===== src/rtl/mem_stage_pkg.sv =====
// Shared pipeline types for the execute -> memory -> writeback boundary.
package mem_stage_pkg;

    localparam int WORD_W     = 32;
    localparam int REG_ADDR_W = 5;

    typedef enum logic [1:0] {
        IDLE,
        MEM_WAIT,
        RESP
    } mem_state_t;

    typedef struct packed {
        logic                  mem_read;
        logic                  mem_write;
        logic                  branch;
        logic                  reg_write;
        logic                  mem_to_reg;
        logic [REG_ADDR_W-1:0] write_reg;
    } ex_mem_ctrl_t;

    // A read with the write bit also set behaves as a store.
    function automatic logic is_load(ex_mem_ctrl_t c);
        return c.mem_read & ~c.mem_write;
    endfunction

endpackage


===== src/rtl/mem_stage_timeout_counter.sv =====
// Cycle counter for an outstanding memory request; tc flags the last allowed cycle.
module mem_timeout_counter #(
    parameter int unsigned LIMIT = 255
) (
    input  logic clk,
    input  logic rst_n,
    input  logic clear,
    input  logic en,
    output logic tc
);

    logic [7:0] cnt;

    always_ff @(posedge clk or negedge rst_n) begin
        if (!rst_n)     cnt <= '0;
        else if (clear) cnt <= '0;
        else if (en)    cnt <= cnt + 8'd1;
    end

    // High during the LIMIT-th waiting cycle, so a missing ack there aborts.
    assign tc = (cnt == 8'(LIMIT - 1));

endmodule


===== src/rtl/mem_stage.sv =====
// MIPS memory stage: lw/sw over a req/ack bus, branch resolution, writeback forwarding.
module mem_stage
    import mem_stage_pkg::*;
#(
    parameter int unsigned TIMEOUT_CYCLES = 255,
    parameter int          ADDR_W         = 32
) (
    input  logic                  clk,
    input  logic                  rst_n,
    input  logic                  in_valid,
    output logic                  in_ready,
    input  logic [ADDR_W-1:0]     alu_result,
    input  logic [WORD_W-1:0]     store_data,
    input  logic                  zero,
    input  logic [ADDR_W-1:0]     branch_target,
    input  logic                  mem_read,
    input  logic                  mem_write,
    input  logic                  branch,
    input  logic                  reg_write,
    input  logic                  mem_to_reg,
    input  logic [REG_ADDR_W-1:0] write_reg,
    output logic                  dmem_req,
    output logic                  dmem_we,
    output logic [ADDR_W-1:0]     dmem_addr,
    output logic [WORD_W-1:0]     dmem_wdata,
    input  logic [WORD_W-1:0]     dmem_rdata,
    input  logic                  dmem_ack,
    output logic                  wb_valid,
    output logic                  wb_reg_write,
    output logic [REG_ADDR_W-1:0] wb_reg,
    output logic [WORD_W-1:0]     wb_data,
    output logic                  pc_src,
    output logic [ADDR_W-1:0]     pc_target,
    output logic                  align_err,
    output logic                  bus_err
);

    mem_state_t   state_q, state_d;
    ex_mem_ctrl_t ctrl;
    logic         accept, is_mem, aligned, start_mem, tc;
    logic         load_wb_q, load_data_q;

    assign ctrl = '{mem_read: mem_read, mem_write: mem_write, branch: branch,
                    reg_write: reg_write, mem_to_reg: mem_to_reg, write_reg: write_reg};

    assign in_ready  = rst_n & (state_q == IDLE);
    assign accept    = in_valid & in_ready;
    assign is_mem    = ctrl.mem_read | ctrl.mem_write;
    assign aligned   = (alu_result[1:0] == 2'b00);
    assign start_mem = accept & is_mem & aligned;

    mem_timeout_counter #(.LIMIT(TIMEOUT_CYCLES)) u_timeout (
        .clk   (clk),
        .rst_n (rst_n),
        .clear (start_mem),
        .en    ((state_q == MEM_WAIT) & ~dmem_ack),
        .tc    (tc)
    );

    always_ff @(posedge clk or negedge rst_n) begin
        if (!rst_n) state_q <= IDLE;
        else        state_q <= state_d;
    end

    always_comb begin
        state_d = state_q;
        case (state_q)
            IDLE:     if (start_mem)      state_d = MEM_WAIT;
            MEM_WAIT: if (dmem_ack || tc) state_d = RESP;
            RESP:                         state_d = IDLE;
            default:                      state_d = IDLE;
        endcase
    end

    always_ff @(posedge clk or negedge rst_n) begin
        if (!rst_n) begin
            dmem_req     <= 1'b0;
            dmem_we      <= 1'b0;
            dmem_addr    <= '0;
            dmem_wdata   <= '0;
            wb_valid     <= 1'b0;
            wb_reg_write <= 1'b0;
            wb_reg       <= '0;
            wb_data      <= '0;
            pc_src       <= 1'b0;
            pc_target    <= '0;
            align_err    <= 1'b0;
            bus_err      <= 1'b0;
            load_wb_q    <= 1'b0;
            load_data_q  <= 1'b0;
        end else begin
            wb_valid  <= 1'b0;
            pc_src    <= 1'b0;
            align_err <= 1'b0;
            bus_err   <= 1'b0;
            if (accept) begin
                wb_reg      <= ctrl.write_reg;
                load_wb_q   <= is_load(ctrl) & ctrl.reg_write;
                load_data_q <= is_load(ctrl) & ctrl.mem_to_reg;
                if (is_mem && aligned) begin
                    dmem_req   <= 1'b1;
                    dmem_we    <= ctrl.mem_write;
                    dmem_addr  <= alu_result;
                    dmem_wdata <= store_data;
                end else begin
                    // Plain ALU op, or a misaligned access dropped without touching memory.
                    wb_valid     <= 1'b1;
                    wb_data      <= WORD_W'(alu_result);
                    wb_reg_write <= ctrl.reg_write & ~is_mem;
                    pc_src       <= ctrl.branch & zero & ~is_mem;
                    pc_target    <= branch_target;
                    align_err    <= is_mem;
                end
            end
            if (state_q == MEM_WAIT) begin
                if (dmem_ack) begin
                    dmem_req <= 1'b0;
                    wb_data  <= load_data_q ? dmem_rdata : WORD_W'(dmem_addr);
                end else if (tc) begin
                    dmem_req <= 1'b0;
                    bus_err  <= 1'b1;
                    wb_data  <= WORD_W'(dmem_addr);
                end
            end
            if (state_q == RESP) begin
                // bus_err is high only in the RESP cycle following an abort.
                wb_valid     <= 1'b1;
                wb_reg_write <= load_wb_q & ~bus_err;
            end
        end
    end

endmodule


===== config.mk =====
export PLATFORM = sky130hd
export DESIGN_NAME = mem_stage
export DESIGN_NICKNAME = d
export VERILOG_FILES = /design/src/rtl/mem_stage_pkg.sv /design/src/rtl/mem_stage_timeout_counter.sv /design/src/rtl/mem_stage.sv
export SDC_FILE = /design/constraint.sdc
export NUM_CORES = 1
export LEC_CHECK = 0
export ABC_CLOCK_PERIOD_IN_PS = 4640
export CAP_MARGIN = 30
export CORE_UTILIZATION = 46
export DETAILED_ROUTE_END_ITERATION = 10
export PLACE_DENSITY = 0.86
export SYNTH_ARGS = -nofsm -noshare
export SYNTH_HDL_FRONTEND = slang
export SYNTH_SLANG_ARGS = --single-unit

===== constraint.sdc =====
create_clock -name clk -period 4.64 [get_ports clk]
set_input_delay 0.928 -clock clk [delete_from_list [all_inputs] [get_ports clk]]
set_output_delay 0.928 -clock clk [all_outputs]
set_load 0.01 [all_outputs]

==> flow_metrics.tcl, run 1 <==
set metrics [dict create \
    outcome "complete, no violations" \
    ant_nets 0 \
    grt-ovfl-total 0 \
    setup_viol 0 \
    cp-start-kind "primary input" \
    die_x_um 121 \
    p_per_area_nw_per_um2 437 \
    path_class "primary input to flip-flop" \
    worstMarginPinSlew_ps 944 \
    io_buffer_count 283 \
    dieArea_um2 14700 \
    drc 0 \
    ys_warn_count 0 \
    yosys-top-cells-area "dfrtp_1 58%, mux2i_1 14%, mux2_2 7.2%, mux2_4 6.0%, nand2_1 5.9%" \
    ys_ff_latch 152 \
    syn_nets 653 \
    num_rows 43 \
    syn-cell-area_um2 6530 \
    clk_pin_slew_ps 60 \
    yosys.area.top_type "dfrtp_1" \
    n_antenna_cell 0 \
    whs_path_depth 2 \
    cts_max_level 4 \
    finalNetCount 938 \
    post_cts_buffers 0 \
    ff2ff_setup_slack_ps 1950 \
    gp_congestion 0.812 \
    ctsHoldBuffers 0 \
    hp-class "flip-flop to flip-flop" \
    cts_buffer_depth 2 \
    seq_area_um2 3800 \
    coreArea_um2 13900 \
    crit_path_max_fanout 19 \
    area_growth_pct 55.3 \
    max-cap-violations 0 \
    dp_slack_ps 1150 \
    grt.total_usage 0.252 \
    post-dp-hpwl_um 13200 \
    synthDominantCellAreaShare 0.582 \
    yosysSeqAreaShare 0.582 \
    setup_ws_ps 1590 \
    p_leak_nw 4.74 \
    antenna_found_initial 0 \
    synth_ff_type "dfrtp_1" \
    ys_types 36 \
    drive_gt1_frac 0.145 \
    end_kind "flip-flop" \
    cts_inserted_buffers 17 \
    root_buffer "clkbuf_16" \
    max_slew_margin 0.371 \
    wl_per_cell_um 18.4 \
    synth_edf_count 0 \
    grt_pass1_vias 5315 \
    reg2regPathDepth 6 \
    synth_commonest_cells "152 x dfrtp_1, 103 x nand2_1, 94 x mux2i_1, 42 x mux2_2, 26 x mux2_4" \
    timing.fmax_mhz 328 \
    ir_drop_uv 219 \
    period_minus_slack_ps 3050 \
    viasPerCell 5.13 \
    cts_tree "built" \
    drt-initial-drc-count 173 \
    cts.sinks 152 \
    num-fill-cells 968 \
    fin_skew_ps 8.16 \
    io_pins 284 \
    setup_tns_ps 0 \
    grt_max_degree 62 \
    netlist_instances 508 \
    clkLatencyLatePin_ps 420 \
    finalMaxSlewViolations 0 \
    routed_wl_um 18100 \
    grt_pass1_wl_um 27700 \
    die_h_um 121 \
    avgSynthCellArea_um2 12.9 \
    rsz0062_at_grt "no" \
    multi_input_area_um2 2590 \
    yosysMostFrequentCell "dfrtp_1" \
    finalHoldViolations 0 \
    period_share 0.658 \
    synthArstFlopShare 1.00 \
    dr.pass1.iters 5 \
    cp.arrival_ps 3350 \
    ctsResizeCount 0 \
    start_util 0.471 \
    cp_data_required_time_ps 4940 \
    via_count 5054 \
]
logic make-up after synthesis:
family                   share of synthesized area
AO/OA/AOI/OAI                               0.0144
buffers and inverters                       0.0262
flip-flops                                   0.582
AND/OR/NAND/NOR                             0.0891
multiplexers                                 0.276
XOR/XNOR                                   0.00805
adder cells (fa/ha/maj)                    0.00383
layer usage:
| metal | part of all wire | GRT usage | vias to the layer above |
|---|---|---|---|
| met5 | 0 | 0 | - |
| met4 | 0.031 | 0.115 | 0 |
| met3 | 0.068 | 0.0681 | 36 |
| met2 | 0.51 | 0.440 | 213 |
| met1 | 0.39 | 0.288 | 2503 |
| li1 | - | - | 2302 |
report_power, final:
group / switching (mW) / leakage (nW) / total, mW / internal, mW
clock: 0.534 / 0.255 / 1.28 / 0.750
sequential: 0.195 / 1.87 / 1.81 / 1.61
combinational: 0.506 / 2.62 / 1.34 / 0.831
total: 1.24 / 4.74 / 4.43 / 3.19
cell usage in the layout (no fill, tap or decap), types with 2 or more instances in the layout:
master,instances
o21ai_0,3
dfrtp_1,152
buf_4,9
nand2_1,102
mux2_2,42
nor2_1,12
nand3_1,5
mux2_4,26
inv_1,6
xor2_1,3
nand4_1,3
nor3b_1,2
ha_1,2
clkinvlp_4,5
a21oi_1,3
and2_1,2
clkdlybuf4s50_1,282
xnor2_1,3
clkbuf_16,17
mux2i_1,94
clkbuf_1,3
a22oi_1,2
nor3_1,2
clkinv_2,3
critical path, stage by stage:
cell	delay, ps
clkdlybuf4s50_1	460
nor4bb_4	180
buf_4	260
o21ai_2	100
or3_2	730
buf_4	350
mux2_4	330
final cells by class:
| type | instances | share of cell area |
|---|---|---|
| clock buffers | 21 | 0.0444 |
| well taps | 180 | 0.0222 |
| multi-input cells | 322 | 0.256 |
| repair buffers | 294 | 0.291 |
| inverters | 6 | 0.00222 |
| clock inverters | 11 | 0.00987 |
| flip-flops and latches | 152 | 0.375 |
final timing paths:
path / startpoint / to
max in group asynchronous: rst_n / pc_target[18]$_DFFE_PN0P_
setup / recovery: in_valid / dmem_addr[10]$_DFFE_PN0P_
setup reg to reg: state_q[1]$_DFFE_PN0P_ / dmem_addr[10]$_DFFE_PN0P_
hold / removal: pc_target[8]$_DFFE_PN0P_ / pc_target[8]$_DFFE_PN0P_
min in group asynchronous: rst_n / state_q[1]$_DFFE_PN0P_
hold reg to reg: pc_target[8]$_DFFE_PN0P_ / pc_target[8]$_DFFE_PN0P_
metrics by stage:
stage | util | hold WS [ps] | power, mW | instance area, um2 | std cells
floorplan | - | 511 | 2.31 | 6530 | 508
global placement | 0.688 | 456 | 3.10 | 9550 | 952
detailed placement | 0.691 | 461 | 3.17 | 9600 | 954
CTS | 0.731 | 476 | 4.47 | 10100 | 986
global route | 0.731 | 496 | 4.63 | 10100 | 986
finish | 0.731 | 473 | 4.43 | 10100 | 986
(Power assumes the default switching activity.)
==> inputs of run 2 (changes only) <==
--- a/config.mk
+++ b/config.mk
@@ -5,11 +5,11 @@
 export SDC_FILE = /design/constraint.sdc
 export NUM_CORES = 1
 export LEC_CHECK = 0
-export ABC_CLOCK_PERIOD_IN_PS = 4640
+export ABC_CLOCK_PERIOD_IN_PS = 2800
 export CAP_MARGIN = 30
-export CORE_UTILIZATION = 46
+export CORE_UTILIZATION = 38
 export DETAILED_ROUTE_END_ITERATION = 10
-export PLACE_DENSITY = 0.86
+export PLACE_DENSITY = 0.76
 export SYNTH_ARGS = -nofsm -noshare
 export SYNTH_HDL_FRONTEND = slang
 export SYNTH_SLANG_ARGS = --single-unit
==> constraint.sdc (replaced) <==
create_clock -name clk -period 2.8 [get_ports clk]
set_input_delay 0.56 -clock clk [delete_from_list [all_inputs] [get_ports clk]]
set_output_delay 0.56 -clock clk [all_outputs]
set_load 0.01 [all_outputs]
==> flow_metrics.tcl, run 2 (same netlist as run 1, synthesis figures left out) <==
set metrics [dict create \
    outcome "complete, no violations" \
    num_rows 47 \
    antenna_found_initial 0 \
    max_slew_margin 0.419 \
    place_area_um2 9670 \
    setup_tns_ps 0 \
    final_common_cell "clkdlybuf4s50_1" \
    cts_max_level 4 \
    die_x_um 133 \
    switchingPower_mw 2.07 \
    n_antenna_cell 0 \
    path_class "flip-flop to primary output" \
    ff2ff_setup_slack_ps 720 \
    finalMaxSlewViolations 0 \
    p_per_area_nw_per_um2 733 \
    dr.pass1.iters 4 \
    fin_skew_ps 7.57 \
    cp_cell_sequence "nor3b_1 > clkdlybuf4s50_1" \
    root_buffer "clkbuf_16" \
    p_total_mw 7.53 \
    wl_per_cell_um 17.5 \
    num-fill-cells 1320 \
    clkLatencyLatePin_ps 420 \
    worstMarginPinSlew_ps 871 \
    timing.fmax_mhz 440 \
    p_clk_frac 0.311 \
    cts_buffer_depth 2 \
    grt-ovfl-total 0 \
    wl_met2_um 8960 \
    cts_inserted_buffers 17 \
    start_util 0.391 \
    ant_nets 0 \
    drt-initial-drc-count 189 \
    critPathLaunch "state_q[1]$_DFFE_PN0P_" \
    grt.total_usage 0.211 \
    io_buffer_count 283 \
    wl_met3_um 1350 \
    rsz0062_at_grt "no" \
    post-dp-hpwl_um 13300 \
    via_count 5035 \
    max-cap-violations 0 \
    slowest_stage "clkdlybuf4s50_1" \
    grt_pass1_wl_um 28800 \
    power.share.switching 0.275 \
    finalNetCount 944 \
    slowest_delay_ps 590 \
    seq_area_um2 3800 \
    area_growth_pct 57.3 \
    clk_pin_slew_ps 60 \
    end_kind "primary output" \
    finalHoldViolations 0 \
    rr_endpoint "dmem_addr[18]$_DFFE_PN0P_" \
    cp-start-kind "flip-flop" \
    grt_pass1_vias 5424 \
    cp-endpoint "in_ready" \
    finalInstanceArea_um2 10300 \
    cp_data_required_time_ps 2240 \
    cellInternalPower_mw 5.46 \
    r2r_start "state_q[1]$_DFFE_PN0P_" \
    p_leak_nw 4.79 \
    final_cell_mix "282 x clkdlybuf4s50_1, 152 x dfrtp_1, 102 x nand2_1, 94 x mux2i_1, 42 x mux2_2" \
    cts_tree "built" \
    cp.depth 2 \
    ir_drop_uv 423 \
    gp_congestion 0.820 \
    coreArea_um2 16700 \
    drive_gt1_frac 0.154 \
    hp-class "primary input to async pin" \
    cp_num_buf_inv 1 \
    reg2regPathDepth 5 \
    hold_ws_ps 164 \
    period_minus_slack_ps 2280 \
    die_h_um 133 \
    ctsHoldBuffers 0 \
    cp_top_family "buffers and inverters" \
    drc 0 \
    wl_met1_um 7450 \
    grt_max_degree 71 \
    cts.sinks 152 \
    multi_input_area_um2 2590 \
    post_cts_buffers 0 \
    ctsResizeCount 0 \
    cp.arrival_ps 1720 \
    power_frac_seq 0.398 \
    period_share 0.813 \
    routed_wl_um 18000 \
    p_comb_frac 0.291 \
    crit_path_max_fanout 7 \
    io_pins 284 \
    top_layer "met4" \
    dieArea_um2 17700 \
    setup_viol 0 \
    viasPerCell 4.88 \
]
-- run 2: cell count changes in the layout (fill, tap and decap cells not counted) --
cell        delta
buf_4          +7
clkinvlp_4     -1
clkinv_2       -1
inv_6          +1
clkinv_4       +2
clkbuf_8       -1
clkbuf_1       -2
bufinv_16      +2
buf_16         -1
-- run 2: layout make-up --
| class | instances | share of cell area |
|---|---|---|
| Clock inverter | 14 | 0.0169 |
| Timing Repair Buffer | 300 | 0.289 |
| Inverter | 6 | 0.00219 |
| Sequential cell | 152 | 0.370 |
| Tap cell | 220 | 0.0268 |
| Multi-Input combinational cell | 322 | 0.253 |
| Clock buffer | 18 | 0.0418 |
-- run 2: power groups by stage --
stage / Sequential (mW) / Clock, mW / Combinational (mW)
2_1_floorplan: 3.19 / 0 / 0.639
3_3_place_gp: 3.01 / 0 / 2.16
3_5_place_dp: 3.03 / 0 / 2.21
4_1_cts: 3.00 / 2.39 / 2.22
5_1_grt: 3.06 / 2.49 / 2.34
6_report: 3.00 / 2.34 / 2.19
-- run 2: metal layers --
metal,vias to the layer above,track usage
met5,-,0
met4,0,0.0669
met3,20,0.0624
met2,205,0.359
met1,2488,0.257
li1,2322,-
-- run 2: worst min path at each step --
stage | slack, ps | endpoint | start
2_1_floorplan | 260 | align_err$_DFF_PN0_ | rst_n
3_3_place_gp | 460 | pc_target[30]$_DFFE_PN0P_ | pc_target[30]$_DFFE_PN0P_
3_5_place_dp | 460 | pc_target[1]$_DFFE_PN0P_ | pc_target[1]$_DFFE_PN0P_
4_1_cts | 170 | wb_reg[3]$_DFFE_PN0P_ | rst_n
5_1_grt | 190 | dmem_wdata[29]$_DFFE_PN0P_ | rst_n
6_report | 160 | wb_reg[3]$_DFFE_PN0P_ | rst_n
-- run 2: worst reg2reg max path, stage by stage (launching register included) --
cell and delay [ps]:
dfrtp_1 460, nor4bb_4 340, o21ai_2 110, or3_2 440, buf_4 260, mux2_4 350
-- run 2: stage by stage --
stage / setup WS (ps) / instances / util
floorplan: 732 / 508 / -
global placement: 276 / 1000 / 0.579
detailed placement: 272 / 1000 / 0.579
CTS: 501 / 1032 / 0.615
global route: 392 / 1032 / 0.615
finish: 525 / 1032 / 0.615
==> inputs of run 3 (changes only) <==
--- a/config.mk
+++ b/config.mk
@@ -5,7 +5,7 @@
 export SDC_FILE = /design/constraint.sdc
 export NUM_CORES = 1
 export LEC_CHECK = 0
-export ABC_CLOCK_PERIOD_IN_PS = 2800
+export ABC_CLOCK_PERIOD_IN_PS = 1900
 export CAP_MARGIN = 30
 export CORE_UTILIZATION = 38
 export DETAILED_ROUTE_END_ITERATION = 10
==> constraint.sdc (replaced) <==
create_clock -name clk -period 1.9 [get_ports clk]
set_input_delay 0.38 -clock clk [delete_from_list [all_inputs] [get_ports clk]]
set_output_delay 0.38 -clock clk [all_outputs]
set_load 0.01 [all_outputs]
==> flow_metrics.tcl, run 3 (same netlist as run 1, synthesis figures left out) <==
set metrics [dict create \
    outcome "complete, no violations" \
    period_share 0.998 \
    setup_viol 0 \
    cp_data_required_time_ps 2190 \
    utilization 0.640 \
    setup_tns_ps 0 \
    period_minus_slack_ps 1900 \
    io_pins 284 \
    drive_gt1_frac 0.169 \
    crit_path_max_fanout 18 \
    grt_pass1_vias 5369 \
    routed_wl_um 18300 \
    worstMarginPinSlew_ps 854 \
    grt-ovfl-total 0 \
    drt-initial-drc-count 155 \
    cts_max_level 4 \
    drc 0 \
    p_clk_frac 0.310 \
    cts_tree "built" \
    end_kind "flip-flop" \
    max_slew_margin 0.431 \
    fin_cells 1046 \
    path_class "flip-flop to flip-flop" \
    p_total_mw 11.3 \
    final_common_cell "clkdlybuf4s50_1" \
    ctsHoldBuffers 0 \
    rsz0062_at_grt "yes" \
    rr_endpoint "dmem_addr[14]$_DFFE_PN0P_" \
    start_util 0.391 \
    die_x_um 133 \
    power.share.switching 0.271 \
    dp.cells 1010 \
    area_growth_pct 63.6 \
    num_rows 47 \
    max-cap-violations 0 \
    multi_input_area_um2 2690 \
    cts.sinks 152 \
    p_per_area_nw_per_um2 1060 \
    ff2ff_setup_slack_ps 4 \
    n_antenna_cell 0 \
    antenna_found_initial 0 \
    final_cell_mix "281 x clkdlybuf4s50_1, 152 x dfrtp_1, 102 x nand2_1, 94 x mux2i_1, 48 x mux2_4" \
    seq_area_um2 3800 \
    power_frac_seq 0.390 \
    grt_pass1_wl_um 27900 \
    ant_nets 0 \
    clk_pin_slew_ps 60 \
    dr.pass1.iters 4 \
    cts_buffer_depth 2 \
    reg2regPathDepth 5 \
    via_count 5004 \
    cp-start-kind "flip-flop" \
    wl_per_cell_um 17.5 \
    cp.arrival_ps 2190 \
    hold_ws_ps 193 \
    cts_inserted_buffers 17 \
    io_buffer_count 283 \
    finalMaxSlewViolations 0 \
    p_leak_nw 5.01 \
    fin_skew_ps 9.25 \
    grt_max_degree 153 \
    dieArea_um2 17700 \
    ir_drop_uv 555 \
    timing.fmax_mhz 527 \
    clkLatencyLatePin_ps 410 \
    switchingPower_mw 3.06 \
    gp_congestion 0.837 \
    r2r_start "state_q[1]$_DFFE_PN0P_" \
    finalHoldViolations 0 \
    root_buffer "clkbuf_16" \
    finalNetCount 958 \
    p_comb_frac 0.300 \
    num-fill-cells 1233 \
    post-dp-hpwl_um 12600 \
    viasPerCell 4.78 \
    cellInternalPower_mw 8.23 \
    grt.total_usage 0.203 \
    coreArea_um2 16700 \
    die_h_um 133 \
    hp-class "primary input to async pin" \
]
[run 3: area by class of cell]
class,count,share of cell area
clock buffers,19,0.0424
multi-input cells,322,0.251
inverters,6,0.00211
flip-flops and latches,152,0.356
well taps,220,0.0258
clock inverters,13,0.0158
repair buffers,314,0.307
[run 3: per-stage QoR]
stage          worst slack (ps)  cell area [um2]
2_1_floorplan             -31.2             6540
3_3_place_gp               -383             9860
3_5_place_dp               -410             9860
4_1_cts                    2.85            10500
5_1_grt                   -79.1            10700
6_report                   3.84            10700
[run 3: metal layers]
metal  vias to the layer above  part of all wire  GRT usage
li1                       2342                 -          -
met1                      2446              0.42      0.243
met2                       196              0.49      0.347
met3                        20             0.069     0.0624
met4                         0             0.018     0.0676
met5                         -                 0          0
[run 3: worst max path at each step]
stage	startpoint	to	slack, ps	depth (start not counted)
after floorplan	state_q[0]$_DFFE_PN0P_	dmem_addr[10]$_DFFE_PN0P_	-30	7
after global placement	in_valid	dmem_addr[14]$_DFFE_PN0P_	-380	6
after detailed placement	in_valid	dmem_addr[14]$_DFFE_PN0P_	-410	6
after CTS	state_q[1]$_DFFE_PN0P_	dmem_wdata[13]$_DFFE_PN0P_	3	6
after global routing	state_q[1]$_DFFE_PN0P_	dmem_wdata[7]$_DFFE_PN0P_	-80	7
final	state_q[1]$_DFFE_PN0P_	dmem_addr[14]$_DFFE_PN0P_	4	5
[run 3: power by group through the flow]
stage | sequential (mW) | clock (mW) | combinational [mW]
6_report | 4.40 | 3.50 | 3.38
5_1_grt | 4.49 | 3.71 | 3.59
4_1_cts | 4.39 | 3.59 | 3.34
3_5_place_dp | 4.43 | 0 | 3.32
3_3_place_gp | 4.42 | 0 | 3.22
2_1_floorplan | 4.70 | 0 | 0.942
[run 3: critical path, stage by stage (launching register included)]
cell,delay (ps)
dfrtp_1,410
nor4bb_4,320
o21ai_2,110
or3_4,410
buf_12,200
mux2_4,310
[run 3: what timing repair did]
action / in CTS / in global routing
gates resized for setup: 5 / 26
setup buffers: 0 / 1
setup endpoints to repair: 64 / 72
gates cloned: 1 / 2
pin swaps: 1 / 0
